**src/rtl/updown_cnt_ctrl_if.sv**
```systemverilog
// Control/status bundle between the sweep controller, its host logic and the
// 4-bit up/down counter it sequences.
interface updown_cnt_ctrl_if;
  logic       start;
  logic       stop;
  logic [3:0] lo;
  logic [3:0] hi;
  logic [3:0] sweeps;
  logic [3:0] cnt_val;
  logic       cnt_mode;
  logic       cnt_rst;
  logic       busy;
  logic       done;
  logic       err;
  logic [3:0] sweep_cnt;

  modport master (
    output start, stop, lo, hi, sweeps, cnt_val,
    input  cnt_mode, cnt_rst, busy, done, err, sweep_cnt
  );

  modport slave (
    input  start, stop, lo, hi, sweeps, cnt_val,
    output cnt_mode, cnt_rst, busy, done, err, sweep_cnt
  );
endinterface

```
**src/rtl/updown_cnt_ctrl.sv**
```systemverilog
// Sweep controller: seeks the counter to lo, ping-pongs it between lo and hi
// for the programmed number of sweeps, then parks it in reset.
module updown_cnt_ctrl (
  input  logic               clk,
  input  logic               rst,
  updown_cnt_ctrl_if.slave   bus
);

  typedef enum logic [2:0] {
    IDLE,
    SEEK,
    UP,
    DOWN,
    FINISH
  } state_t;

  state_t     state_q, state_d;
  logic [3:0] lo_q, lo_d;
  logic [3:0] hi_q, hi_d;
  logic [3:0] sweeps_q, sweeps_d;
  logic       cnt_mode_q, cnt_mode_d;
  logic       cnt_rst_q, cnt_rst_d;
  logic       busy_q, busy_d;
  logic       done_q, done_d;
  logic       err_q, err_d;
  logic [3:0] sweep_cnt_q, sweep_cnt_d;

  logic [3:0] hi_m1;
  logic [3:0] lo_p1;
  logic [3:0] sweep_inc;

  // Direction flips one count early because the counter steps on the same
  // edge that the new mode is registered.
  assign hi_m1     = hi_q - 4'd1;
  assign lo_p1     = lo_q + 4'd1;
  assign sweep_inc = sweep_cnt_q + 4'd1;

  always_comb begin
    state_d     = state_q;
    lo_d        = lo_q;
    hi_d        = hi_q;
    sweeps_d    = sweeps_q;
    cnt_mode_d  = cnt_mode_q;
    cnt_rst_d   = cnt_rst_q;
    busy_d      = busy_q;
    sweep_cnt_d = sweep_cnt_q;
    done_d      = 1'b0;
    err_d       = 1'b0;

    if (state_q != IDLE && bus.stop) begin
      state_d   = IDLE;
      busy_d    = 1'b0;
      cnt_rst_d = 1'b0;
    end else begin
      case (state_q)
        IDLE: begin
          cnt_rst_d = 1'b0;
          if (bus.start && !bus.stop) begin
            if (bus.lo >= bus.hi || bus.sweeps == 4'd0) begin
              err_d = 1'b1;
            end else begin
              lo_d        = bus.lo;
              hi_d        = bus.hi;
              sweeps_d    = bus.sweeps;
              cnt_rst_d   = 1'b1;
              cnt_mode_d  = 1'b1;
              busy_d      = 1'b1;
              sweep_cnt_d = '0;
              state_d     = SEEK;
            end
          end
        end
        SEEK: begin
          if (bus.cnt_val == hi_m1) begin
            cnt_mode_d = 1'b0;
            state_d    = DOWN;
          end else if (bus.cnt_val == lo_q) begin
            state_d = UP;
          end
        end
        UP: begin
          if (bus.cnt_val == hi_m1) begin
            cnt_mode_d = 1'b0;
            state_d    = DOWN;
          end
        end
        DOWN: begin
          if (bus.cnt_val == lo_p1) begin
            cnt_mode_d  = 1'b1;
            sweep_cnt_d = sweep_inc;
            state_d     = (sweep_inc == sweeps_q) ? FINISH : UP;
          end
        end
        FINISH: begin
          cnt_rst_d = 1'b0;
          busy_d    = 1'b0;
          done_d    = 1'b1;
          state_d   = IDLE;
        end
        default: begin
          cnt_rst_d = 1'b0;
          busy_d    = 1'b0;
          state_d   = IDLE;
        end
      endcase
    end
  end

  always_ff @(posedge clk or negedge rst) begin
    if (!rst) begin
      state_q     <= IDLE;
      lo_q        <= '0;
      hi_q        <= '0;
      sweeps_q    <= '0;
      cnt_mode_q  <= 1'b1;
      cnt_rst_q   <= 1'b0;
      busy_q      <= 1'b0;
      done_q      <= 1'b0;
      err_q       <= 1'b0;
      sweep_cnt_q <= '0;
    end else begin
      state_q     <= state_d;
      lo_q        <= lo_d;
      hi_q        <= hi_d;
      sweeps_q    <= sweeps_d;
      cnt_mode_q  <= cnt_mode_d;
      cnt_rst_q   <= cnt_rst_d;
      busy_q      <= busy_d;
      done_q      <= done_d;
      err_q       <= err_d;
      sweep_cnt_q <= sweep_cnt_d;
    end
  end

  assign bus.cnt_mode  = cnt_mode_q;
  assign bus.cnt_rst   = cnt_rst_q;
  assign bus.busy      = busy_q;
  assign bus.done      = done_q;
  assign bus.err       = err_q;
  assign bus.sweep_cnt = sweep_cnt_q;

endmodule

```
**src/flat_wrapper.sv**
```systemverilog
// flat-port wrapper written by rule: the top's interface ports become plain ports
module updown_cnt_ctrl_flat 
  (clk, rst, bus_start, bus_stop, bus_lo, bus_hi, bus_sweeps, bus_cnt_val, bus_cnt_mode, bus_cnt_rst, bus_busy, bus_done, bus_err, bus_sweep_cnt);
  updown_cnt_ctrl_if bus_i ();
  input  logic clk;
  input  logic rst;
  input wire logic [$bits(bus_i.start)-1:0] bus_start;
  input wire logic [$bits(bus_i.stop)-1:0] bus_stop;
  input wire logic [$bits(bus_i.lo)-1:0] bus_lo;
  input wire logic [$bits(bus_i.hi)-1:0] bus_hi;
  input wire logic [$bits(bus_i.sweeps)-1:0] bus_sweeps;
  input wire logic [$bits(bus_i.cnt_val)-1:0] bus_cnt_val;
  output wire logic [$bits(bus_i.cnt_mode)-1:0] bus_cnt_mode;
  output wire logic [$bits(bus_i.cnt_rst)-1:0] bus_cnt_rst;
  output wire logic [$bits(bus_i.busy)-1:0] bus_busy;
  output wire logic [$bits(bus_i.done)-1:0] bus_done;
  output wire logic [$bits(bus_i.err)-1:0] bus_err;
  output wire logic [$bits(bus_i.sweep_cnt)-1:0] bus_sweep_cnt;
  assign bus_i.start = bus_start;
  assign bus_i.stop = bus_stop;
  assign bus_i.lo = bus_lo;
  assign bus_i.hi = bus_hi;
  assign bus_i.sweeps = bus_sweeps;
  assign bus_i.cnt_val = bus_cnt_val;
  assign bus_cnt_mode = bus_i.cnt_mode;
  assign bus_cnt_rst = bus_i.cnt_rst;
  assign bus_busy = bus_i.busy;
  assign bus_done = bus_i.done;
  assign bus_err = bus_i.err;
  assign bus_sweep_cnt = bus_i.sweep_cnt;
  updown_cnt_ctrl u_core (.clk(clk), .rst(rst), .bus(bus_i));
endmodule
```
**config.mk**
```make
export PLATFORM = sky130hd
export DESIGN_NAME = updown_cnt_ctrl_flat
export DESIGN_NICKNAME = d
export VERILOG_FILES = /design/src/rtl/updown_cnt_ctrl_if.sv /design/src/rtl/updown_cnt_ctrl.sv /design/src/flat_wrapper.sv
export SDC_FILE = /design/constraint.sdc
export NUM_CORES = 1
export LEC_CHECK = 0
export BUFFER_PORTS_ARGS = -buffer_cell sky130_fd_sc_hd__buf_4
export CAP_MARGIN = 20
export CORE_UTILIZATION = 47
export CTS_CLUSTER_SIZE = 40
export DETAILED_ROUTE_END_ITERATION = 8
export HOLD_SLACK_MARGIN = 0.05
export PLACE_DENSITY = 0.8
export SLEW_MARGIN = 20
export SYNTH_ARGS = -nofsm -noshare
export SYNTH_HDL_FRONTEND = slang
export SYNTH_SLANG_ARGS = --single-unit
```
**constraint.sdc**
```tcl
create_clock -name clk -period 1.9 [get_ports clk]
set_input_delay 0.285 -clock clk [delete_from_list [all_inputs] [get_ports clk]]
set_output_delay 0.285 -clock clk [all_outputs]
set_load 0.01 [all_outputs]
```
==> metrics.md, run 1 <==
| Metric | Value |
|---|---|
| Critical Path Sink Type | `register` |
| Drt total wl | `roughly 3200 um` |
| Seq/Total Area, Yosys | `0.417` |
| R2R depth | `7` |
| Worst Hold End | `u_core.hi_q[1]` |
| Yosys reg bits | `24` |
| Fraction of registers with async set/reset | `1.00` |
| Final worst path period share | `0.965` |
| Post-CTS setup buffers | `0` |
| Pre-antenna DRT Iters | `4` |
| Max-cap violations | `0` |
| ANT nets after route | `0` |
| Switch Pwr | `~920 uW` |
| Starting density of the core | `0.510` |
| Placed Instances | `approximately 210` |
| Worst EP required | `roughly 2.2 ns` |
| CTS sink cnt | `24` |
| Share of cells above drive strength 1 | `0.433` |
| Non-Filler Instances | `211` |
| Routability congestion estimate | `between 0.8 and 0.9` |
| Die width | `57.4 um` |
| RR Startpoint | `u_core.hi_q[1]` |
| Minimum clock period | `1.83 ns` |
| Largest net degree at the start of global routing | `25` |
| GRT overflow | `0` |
| Skew final | `roughly 0.0022 ns` |
| Flop-to-flop setup slack | `0.07 ns` |
| Fmax | `545 MHz` |
| HP Start | `bus_hi[1]` |
| Leading post-synthesis cells by cell area | `dfrtp_1 (40%), mux2_2 (7.8%), xnor2_1 (7.3%), ha_1 (6.1%), xor2_1 (4.2%)` |
| Vias/cell | `between 5 and 6` |
| Switching share of power | `0.381` |
| Post-synth top area share | `0.399` |
| Mapped Nets | `164` |
| Yosys warnings | `0` |
| Hold-critical path depth | `3` |
| CTS tree | `yes` |
| Outcome | `finished, final reports clean` |
| CP startpoint kind | `register` |
| Synth Cell Area | `1440 um^2` |
| H-tree level count | `1` |
| Ant diodes | `0` |
| Chip Height | `roughly 57 um` |
| Post-Syn Instances | `approximately 140` |
| RSZ-0062 raised after global routing | `false` |
| Ports | `29` |
| Row count | `19` |
| First-pass GRT wire length | `approximately 5300 um` |
| Total power | `2420 uW` |
| Root buf cell | `clkbuf_4` |
| Slew Limit Fails | `0` |
| Residual DRC | `0` |
| Final Hold Fails | `0` |
| Clock power frac | `0.115` |
| Per-cell routed wire length | `15.3 um` |
| Port buffer count | `28` |
| Combinational fraction of design power | `0.524` |
| Final setup vio count | `0` |
| EDFF count, synth | `0` |
| Yosys top cell by area | `dfrtp_1` |
| Synth Area per Inst | `10.5 um^2` |
| Arr. time, crit path | `2.10 ns` |
| Critical R2R Capture | `u_core.state_q[0]` |
| Internal cell power | `1500 uW` |
| Vias | `1150` |
| Post-DP HPWL | `2490 um` |
| Clock latency on the worst-skew pair | `0.32 ns` |
| Crit Path Class | `reg -> reg` |
| Crit Path Max Fanout | `3` |
| PD cells | `roughly 1300 nW/um^2` |
| Vias in the first global route | `1192` |
| Hold Crit Class | `in -> reg` |
| Initial antenna violation count | `0` |
| Max-slew headroom | `0.700` |
| Pleak | `0.000889 uW` |
| Final nets | `208` |
| Worst slew pin tran | `0.446 ns` |
| Top_reg_cell synth | `dfrtp_1` |
| CORE AREA | `2830 um^2` |
| Initial DRC Count | `49` |
| CTS Buf Count | `3` |
| Clock slew at reported path FFs | `about 0.14 ns` |
| Die area | `about 3300 um^2` |
| Sequential share of power | `0.361` |
| Synth-to-Final Area Change | `33.1%` |
| GR Util All Layers | `0.214` |
| Maximum vdd drop | `0.850 mV` |
| Setup crit start | `u_core.hi_q[1]` |
| Clock Path Buffers | `2` |
| Synth unique cells | `39` |
[Yosys cell counts (2+ instances only)]
library cell	instances
dfrtp_1	23
inv_1	6
nor3b_1	2
nor2_1	8
a21o_1	3
ha_1	7
nor3_1	3
a21oi_1	3
xor2_1	7
nor2b_1	4
mux2_2	10
nand3_1	4
nand2_1	8
buf_2	2
nor4_1	3
or2_1	2
o21ai_0	9
xnor2_1	12
[state kept, by name, indices dropped and copies added, names as in the netlist]
register              cells
u_core.hi_q               4
u_core.bus.done           1
u_core.bus.cnt_rst        1
u_core.bus.busy           1
u_core.lo_q               4
u_core.bus.err            1
u_core.bus.cnt_mode       1
u_core.state_q            3
u_core.sweeps_q           4
u_core.bus.sweep_cnt      4
[power by group through the flow]
stage | Sequential (uW) | Combinational (uW) | Clock, uW
3_3_place_gp | 843 | 1020 | 0
2_1_floorplan | 839 | 744 | 0
5_1_grt | 900 | 1350 | 301
4_1_cts | 859 | 1220 | 281
3_5_place_dp | 857 | 1070 | 0
6_report | 873 | 1270 | 279
[area by class of cell]
class                      instances  area (um^2)
fill                             202          907
timing repair buffer              43          325
inverter                           6         22.5
multi-input combinational        103          895
tap                               31         38.8
sequential                        24          604
clock buffer                       4         36.3
[per-stage QoR]
step | cell area, um^2 | setup TNS, ns | utilization | worst slack, ns | hold slack [ns]
after floorplan | 1450 | 0 | - | 0.00611 | -0.0106
after global placement | 1770 | -1.01 | 0.627 | -0.0960 | 0.198
after detailed placement | 1770 | -2.37 | 0.627 | -0.198 | 0.207
after CTS | 1890 | 0 | 0.667 | 0.0346 | 0.187
after global routing | 1920 | 0 | 0.679 | 0.00299 | 0.184
final | 1920 | 0 | 0.679 | 0.0659 | 0.184
[metal layers]
layer / wire [um] / global-route usage
met2: 1640 / 0.349
met5: 0 / 0
met1: 1480 / 0.285
met4: 16 / 0.108
met3: 85 / 0.0204
[critical path: stages, from the launching register on]
cell	delay (ns)
dfrtp_1	0.45
inv_2	0.07
ha_2	0.27
xnor2_2	0.15
nor4_4	0.22
nand2b_2	0.12
a2111oi_4	0.30
mux2_4	0.20
[kinds of logic after synthesis]
kind of cell	synth area share
mux	0.0858
xor+xnor	0.115
simple gates	0.164
flops	0.417
buf+inv	0.0329
fa+ha+maj	0.0607
compound gates	0.125
[cells in the final DEF, fill, tap and decap left out, types with 2 or more instances in the layout]
master / Yosys / final
buf_4: 0 / 42
dfrtp_1: 23 / 21
mux2_2: 10 / 10
nor2_1: 8 / 8
nand2_1: 8 / 8
xnor2_1: 12 / 7
o21ai_0: 9 / 7
ha_1: 7 / 6
inv_1: 6 / 5
xor2_1: 7 / 5
xnor2_2: 0 / 5
nand3_1: 4 / 4
nor2b_1: 4 / 4
a21oi_1: 3 / 3
a21o_1: 3 / 3
nor3_1: 3 / 3
clkbuf_4: 0 / 3
o21ai_1: 0 / 2
nor4_1: 3 / 2
or2_1: 2 / 2
nor3b_1: 2 / 2
xor2_2: 0 / 2
dfrtp_2: 0 / 2
[repair_timing]
action | CTS | global route
gates resized for setup | 10 | 9
endpoints found under the setup margin | 1 | 4
hold buffers | 1 | 0
hold endpoints to repair | 23 | 0
pin swaps | 3 | 1
[worst max-delay path by stage]
stage | slack (ns) | endpoint | cells after the start
final | 0.07 | u_core.state_q[0] | 7
after global placement | -0.1 | u_core.sweeps_q[0] | 8
after detailed placement | -0.20 | u_core.sweeps_q[1] | 8
after CTS | 0.03 | u_core.bus.sweep_cnt[2] | 6
after global routing | 0.003 | u_core.bus.sweep_cnt[3] | 6
after floorplan | 0.006 | u_core.sweeps_q[0] | 9
No activity file was read; power rests on OpenSTA's default activity.
==> run 2: changes to the inputs <==
- CELL_PAD_IN_SITES_DETAIL_PLACEMENT: not set -> 0
- CELL_PAD_IN_SITES_GLOBAL_PLACEMENT: not set -> 1
- CORE_UTILIZATION: 47 -> 38
- PLACE_DENSITY: 0.8 -> 0.82
- clock period: 1.9 -> 1.6 ns (I/O delays scaled with it)
==> run 2 against run 1 <==
  * The run now ends with negative setup slack left
  * Register-to-register slack worse by 0.32 ns
  * Sequential share of layout area down 7.1 points
  * Clock skew rose by 0.0025 ns
  * Final area grew 29%
  * Clock-buffer cell count is 1 lower
  * Sequential cell count unchanged
  * Largest power group unchanged
  * Global-route usage decreased by 1.4 points
  * Critical endpoint unchanged
  * Worst setup slack worse by 0.32 ns
  * Die area rose by 23%
  * Via count grew 13%
  * Hold slack better by 0.019 ns
==> metrics.md, run 2 (same netlist as run 1, synthesis figures left out) <==
| Metric | Value |
|---|---|
| Share of cells above drive strength 1 | `0.620 (was 0.433)` |
| Fmax | `541 MHz (was 545 MHz)` |
| Post-DP HPWL | `2640 um (was 2490 um)` |
| Final setup vio count | `17 (was 0)` |
| Post-route core utilization | `0.675 (was 0.679)` |
| Slowest CP cell | `dfrtp_1 (unchanged)` |
| Clock slew at reported path FFs | `0.09 ns (was 0.14 ns)` |
| Row count | `22 (was 19)` |
| Clock power frac | `0.143 (was 0.115)` |
| Clock latency on the worst-skew pair | `0.27 ns (was 0.32 ns)` |
| Die width | `63.6 um (was 57.4 um)` |
| CORE AREA | `3660 um^2 (was 2830 um^2)` |
| Arr. time, crit path | `2.01 ns (was 2.10 ns)` |
| Minimum clock period | `1.85 ns (was 1.83 ns)` |
| Initial DRC Count | `51 (was 49)` |
| Per-cell routed wire length | `16.9 um (was 15.3 um)` |
| Final Hold Fails | `0 (unchanged)` |
| Internal cell power | `2430 uW (was 1500 uW)` |
| Max-cap violations | `0 (unchanged)` |
| Drt total wl | `4320 um (was 3220 um)` |
| GR Util All Layers | `0.200 (was 0.214)` |
| Maximum vdd drop | `0.768 mV (was 0.850 mV)` |
| ANT nets after route | `0 (unchanged)` |
| Switching share of power | `0.364 (was 0.381)` |
| Largest net degree at the start of global routing | `25 (unchanged)` |
| Port buffer count | `28 (unchanged)` |
| Vias | `1305 (was 1150)` |
| GRT overflow | `0 (unchanged)` |
| Outcome | `finished with violations (was finished, final reports clean)` |
| Critical Path, Cell by Cell | `inv_2 -> ha_4 -> xnor2_4 -> nor4_4 -> buf_4 -> o31ai_4 -> mux2_4 (was inv_2 -> ha_2 -> xnor2_2 -> nor4_4 -> nand2b_2 -> a2111oi_4 -> mux2_4)` |
| Cell area after layout | `2470 um^2 (was 1920 um^2)` |
| PD cells | `1540 nW/um^2 (was 1260 nW/um^2)` |
| CP startpoint kind | `register (unchanged)` |
| First-pass GRT wire length | `6260 um (was 5340 um)` |
| Synth-to-Final Area Change | `71.2% (was 33.1%)` |
| Starting density of the core | `0.394 (was 0.510)` |
| CTS Buf Count | `3 (unchanged)` |
| Initial antenna violation count | `0 (unchanged)` |
| WHS | `0.203 ns (was 0.184 ns)` |
| RSZ-0062 raised after global routing | `true (was false)` |
| Vias/cell | `5.10 (was 5.45)` |
| Pleak | `0.00111 uW (was 0.000889 uW)` |
| Root buf cell | `clkbuf_8 (was clkbuf_4)` |
| Non-Filler Instances | `256 (was 211)` |
| Worst slew pin tran | `0.370 ns (was 0.446 ns)` |
| Final worst slack | `-0.250 ns (was 0.0659 ns)` |
| Final worst path period share | `1.16 (was 0.965)` |
| Crit Path Max Fanout | `3 (unchanged)` |
| Hold Crit Class | `in -> reg (unchanged)` |
| Ports | `29 (unchanged)` |
| Delay-heaviest family, CP | `flip-flops (unchanged)` |
| CTS sink cnt | `24 (unchanged)` |
| Crit Path Class | `reg -> reg (unchanged)` |
| Worst EP required | `1.76 ns (was 2.17 ns)` |
| Combinational fraction of design power | `0.586 (was 0.524)` |
| Chip Height | `63.6 um (was 57.4 um)` |
| Sequential share of power | `0.271 (was 0.361)` |
| Cell Area, Placed | `2060 um^2 (was 1770 um^2)` |
| CTS tree | `yes (unchanged)` |
| Ant diodes | `0 (unchanged)` |
| Clock Path Buffers | `2 (unchanged)` |
| Worst path bufs/invs | `2 (was 1)` |
| Die area | `4050 um^2 (was 3300 um^2)` |
| Crit-path max cell delay | `0.41 ns (was 0.45 ns)` |
| Residual DRC | `0 (unchanged)` |
| Switch Pwr | `1390 uW (was 922 uW)` |
| Max-slew headroom | `0.751 (was 0.700)` |
| Vias in the first global route | `1317 (was 1192)` |
| Most frequent cells in the layout | `buf_4 (63), dfrtp_1 (22), mux2_4 (11) (was buf_4 (42), dfrtp_1 (21), mux2_2 (10))` |
| Failing checks | `negative setup slack` |
| Critical Path Sink Type | `register (unchanged)` |
| Slew Limit Fails | `0 (unchanged)` |
| Skew final | `0.00471 ns (was 0.00223 ns)` |
| Most common cell after layout, fill and taps aside | `buf_4 (unchanged)` |
| Pre-antenna DRT Iters | `4 (unchanged)` |
| Final nets | `236 (was 208)` |
| Routability congestion estimate | `0.813 (was 0.884)` |
| H-tree level count | `1 (unchanged)` |
| Placed Instances | `241 (was 206)` |
==> run 2: power by group through the flow <==
stage | sequential, uW | combinational, uW | clock, uW
3_3_place_gp | 1000 | 1570 | 0
3_5_place_dp | 1010 | 1620 | 0
6_report | 1030 | 2240 | 545
5_1_grt | 1060 | 2400 | 563
4_1_cts | 1000 | 1940 | 550
2_1_floorplan | 1000 | 1050 | 0
==> run 2: path summary, 6_finish.rpt <==
kind | end | from | cells after the start | slack (ns)
worst min register to register | u_core.bus.cnt_mode | u_core.bus.cnt_mode | 2 | 0.49
max in group asynchronous | u_core.bus.cnt_mode | rst | 2 | 0.92
min in group asynchronous | u_core.state_q[1] | rst | 2 | 0.40
worst max-delay path | u_core.state_q[0] | u_core.hi_q[1] | 7 | -0.25
worst max register to register | u_core.state_q[0] | u_core.hi_q[1] | 7 | -0.25
worst min-delay path | u_core.sweeps_q[3] | bus_sweeps[3] | 2 | 0.20
==> run 2: worst reg2reg max path, delay by kind of cell, from the launching register on <==
family / cells / cell delay, ns
simple gates: 1 / 0.34
buf+inv: 2 / 0.28
compound gates: 1 / 0.08
xor+xnor: 1 / 0.13
mux: 1 / 0.30
flops: 1 / 0.41
fa+ha+maj: 1 / 0.21
==> run 2: timing repair <==
item	4_1_cts	5_1_grt
buffers inserted	6	3
hold buffers	1	0
resized for setup	27	28
cloned	0	1
pin swaps	11	13
endpoints found under the hold margin	23	0
endpoints found under the setup margin	14	20
==> run 2: cell type report <==
class	count	area, um^2
clock buffers	3	41.3
clock inverters	1	30.0
fillers	270	1190
inverters	6	45.0
multi-input cells	104	1130
flip-flops and latches	24	603
well taps	48	60.1
repair buffers	70	567
==> run 2: per-layer routing <==
layer / part of all wire / track usage / wire length, um / vias up
li1: - / - / - / 624
met1: 0.43 / 0.251 / 1840 / 651
met2: 0.53 / 0.360 / 2300 / 24
met3: 0.027 / 0.0217 / 115 / 6
met4: 0.016 / 0.0540 / 67 / 0
met5: 0 / 0 / 0 / -
==> run 2: per-stage QoR <==
| step | power, uW | setup TNS (ns) | worst slack (ns) |
|---|---|---|---|
| global placement | 2570 | -5.01 | -0.305 |
| detailed placement | 2640 | -5.80 | -0.358 |
| global route | 4020 | -2.92 | -0.347 |
| floorplan | 2050 | -0.606 | -0.100 |
| CTS | 3490 | -1.09 | -0.237 |
| finish | 3820 | -1.59 | -0.250 |
==> run 3: changes to the inputs <==
- TNS_END_PERCENT: not set -> 1
==> run 3 against run 2 <==
  * Critical endpoint unchanged
  * Final area shrank 11%
  * The flow still finishes with violations (negative setup slack)
  * Cell count is 3.9% lower
  * Register-to-register slack got worse by 0.05 ns
==> metrics.md, run 3 (same netlist as run 1, synthesis figures left out) <==
| Metric | Value |
|---|---|
| CTS Buf Count | `3 (unchanged)` |
| CP startpoint kind | `register (unchanged)` |
| Initial antenna violation count | `0 (unchanged)` |
| Maximum vdd drop | `0.602 mV (was 0.768 mV)` |
| Vias | `1266 (was 1305)` |
| Ports | `29 (unchanged)` |
| PD cells | `1500 nW/um^2 (was 1540 nW/um^2)` |
| Die width | `63.6 um (unchanged)` |
| Clock slew at reported path FFs | `0.09 ns (about the same)` |
| Chip Height | `63.6 um (unchanged)` |
| H-tree level count | `1 (unchanged)` |
| Worst EP required | `1.77 ns (was 1.76 ns)` |
| Final worst path period share | `1.19 (was 1.16)` |
| Drt total wl | `3690 um (was 4320 um)` |
| ANT nets after route | `0 (unchanged)` |
| Most common cell after layout, fill and taps aside | `buf_4 (unchanged)` |
| Fmax | `527 MHz (was 541 MHz)` |
| WHS | `0.172 ns (was 0.203 ns)` |
| Final nets | `226 (was 236)` |
| Minimum clock period | `1.90 ns (was 1.85 ns)` |
| Non-Filler Instances | `246 (was 256)` |
| Placed Instances | `239 (was 241)` |
| Post-route core utilization | `0.602 (was 0.675)` |
| Worst slew pin tran | `0.441 ns (was 0.370 ns)` |
| Filler instances | `295 (was 270)` |
| Initial DRC Count | `61 (was 51)` |
| Vias in the first global route | `1332 (was 1317)` |
| Outcome | `finished with violations (unchanged)` |
| Die area | `4050 um^2 (unchanged)` |
| Skew final | `0.00358 ns (was 0.00471 ns)` |
| Max-slew headroom | `0.705 (was 0.751)` |
| Arr. time, crit path | `2.07 ns (was 2.01 ns)` |
| Crit Path Max Fanout | `3 (unchanged)` |
| GR Util All Layers | `0.200 (about the same)` |
| Pleak | `0.00101 uW (was 0.00111 uW)` |
| Starting density of the core | `0.394 (unchanged)` |
| Synth-to-Final Area Change | `52.7% (was 71.2%)` |
| Port buffer count | `28 (unchanged)` |
| Largest net degree at the start of global routing | `25 (unchanged)` |
| Final Hold Fails | `0 (unchanged)` |
| Pre-antenna DRT Iters | `4 (unchanged)` |
| CORE AREA | `3660 um^2 (unchanged)` |
| Root buf cell | `clkbuf_8 (unchanged)` |
| Vias/cell | `5.15 (was 5.10)` |
| Clock Path Buffers | `2 (unchanged)` |
| Final setup vio count | `8 (was 17)` |
| Final worst slack | `-0.298 ns (was -0.250 ns)` |
| Routability congestion estimate | `0.840 (was 0.813)` |
| Slew Limit Fails | `0 (unchanged)` |
| Share of cells above drive strength 1 | `0.520 (was 0.620)` |
| First-pass GRT wire length | `6180 um (was 6260 um)` |
| Critical Path Sink Type | `register (unchanged)` |
| RSZ-0062 raised after global routing | `true (unchanged)` |
| Row count | `22 (unchanged)` |
| Crit Path Class | `reg -> reg (unchanged)` |
| CTS sink cnt | `24 (unchanged)` |
| Clock latency on the worst-skew pair | `0.28 ns (was 0.27 ns)` |
| CTS tree | `yes (unchanged)` |
| Residual DRC | `0 (unchanged)` |
| Place WS | `-0.346 ns (was -0.358 ns)` |
| Post-DP HPWL | `2830 um (was 2640 um)` |
| Hold Crit Class | `in -> reg (unchanged)` |
| Failing checks | `negative setup slack (unchanged)` |
| Cell area after layout | `2200 um^2 (was 2470 um^2)` |
| Per-cell routed wire length | `15.0 um (was 16.9 um)` |
| Cell Area, Placed | `2030 um^2 (was 2060 um^2)` |
| GRT overflow | `0 (unchanged)` |
| Most frequent cells in the layout | `buf_4 (58), dfrtp_1 (23), xnor2_1 (10) (was buf_4 (63), dfrtp_1 (22), mux2_4 (11))` |
| Max-cap violations | `0 (unchanged)` |
| Ant diodes | `0 (unchanged)` |
run 3: critical path, stage by stage (launching register included):
cell and delay [ns]:
dfrtp_1 0.41, inv_2 0.07, ha_4 0.25, xnor2_2 0.15
nor4_4 0.32, buf_4 0.19, o31ai_4 0.07, mux2_1 0.32
run 3: area by class of cell:
cell class	count	area [um^2]	share of cell area
inverter	6	35.0	0.0159
timing repair buffer	61	468	0.212
clock buffer	3	41.3	0.0187
multi-input combinational	103	968	0.439
tap	48	60.1	0.0272
clock inverter	1	30.0	0.0136
sequential	24	602	0.273
run 3: metal layers:
metal | wire, um | global-route usage | vias up | share of wire
met5 | 0 | 0 | - | 0
met4 | 68 | 0.0994 | 0 | 0.018
met3 | 100 | 0.0272 | 5 | 0.027
met2 | 1920 | 0.344 | 29 | 0.52
met1 | 1590 | 0.242 | 626 | 0.43
li1 | - | - | 606 | -
run 3: per-stage QoR:
step	total power, uW	setup TNS, ns
4_1_cts	3220	-1.01
6_report	3310	-1.28
3_3_place_gp	2520	-4.44
3_5_place_dp	2600	-5.95
2_1_floorplan	2040	-0.619
5_1_grt	3500	-2.50
run 3: path summary, 6_finish.rpt:
path / startpoint / end / slack, ns / depth (start not counted)
max reg2reg: u_core.hi_q[0] / u_core.state_q[0] / -0.30 / 7
max: u_core.hi_q[0] / u_core.state_q[0] / -0.30 / 7
min reg2reg: u_core.bus.cnt_rst / u_core.bus.cnt_rst / 0.49 / 1
min in group asynchronous: rst / u_core.bus.done / 0.39 / 2
min: bus_hi[1] / u_core.hi_q[1] / 0.17 / 3
max in group asynchronous: rst / u_core.bus.cnt_mode / 0.93 / 2
run 3: report_power, final:
part | leakage (uW) | internal [uW] | switching (uW)
logic | 0.000666 | 970 | 772
clock network | 0.0000357 | 336 | 219
registers | 0.000304 | 821 | 192
run 3: repair_timing:
action	4_1_cts	5_1_grt
setup endpoints to repair	15	18
endpoints found under the hold margin	23	0
buffers inserted	0	2
pin swaps	4	1
hold buffers	1	0
gates resized for setup	7	11
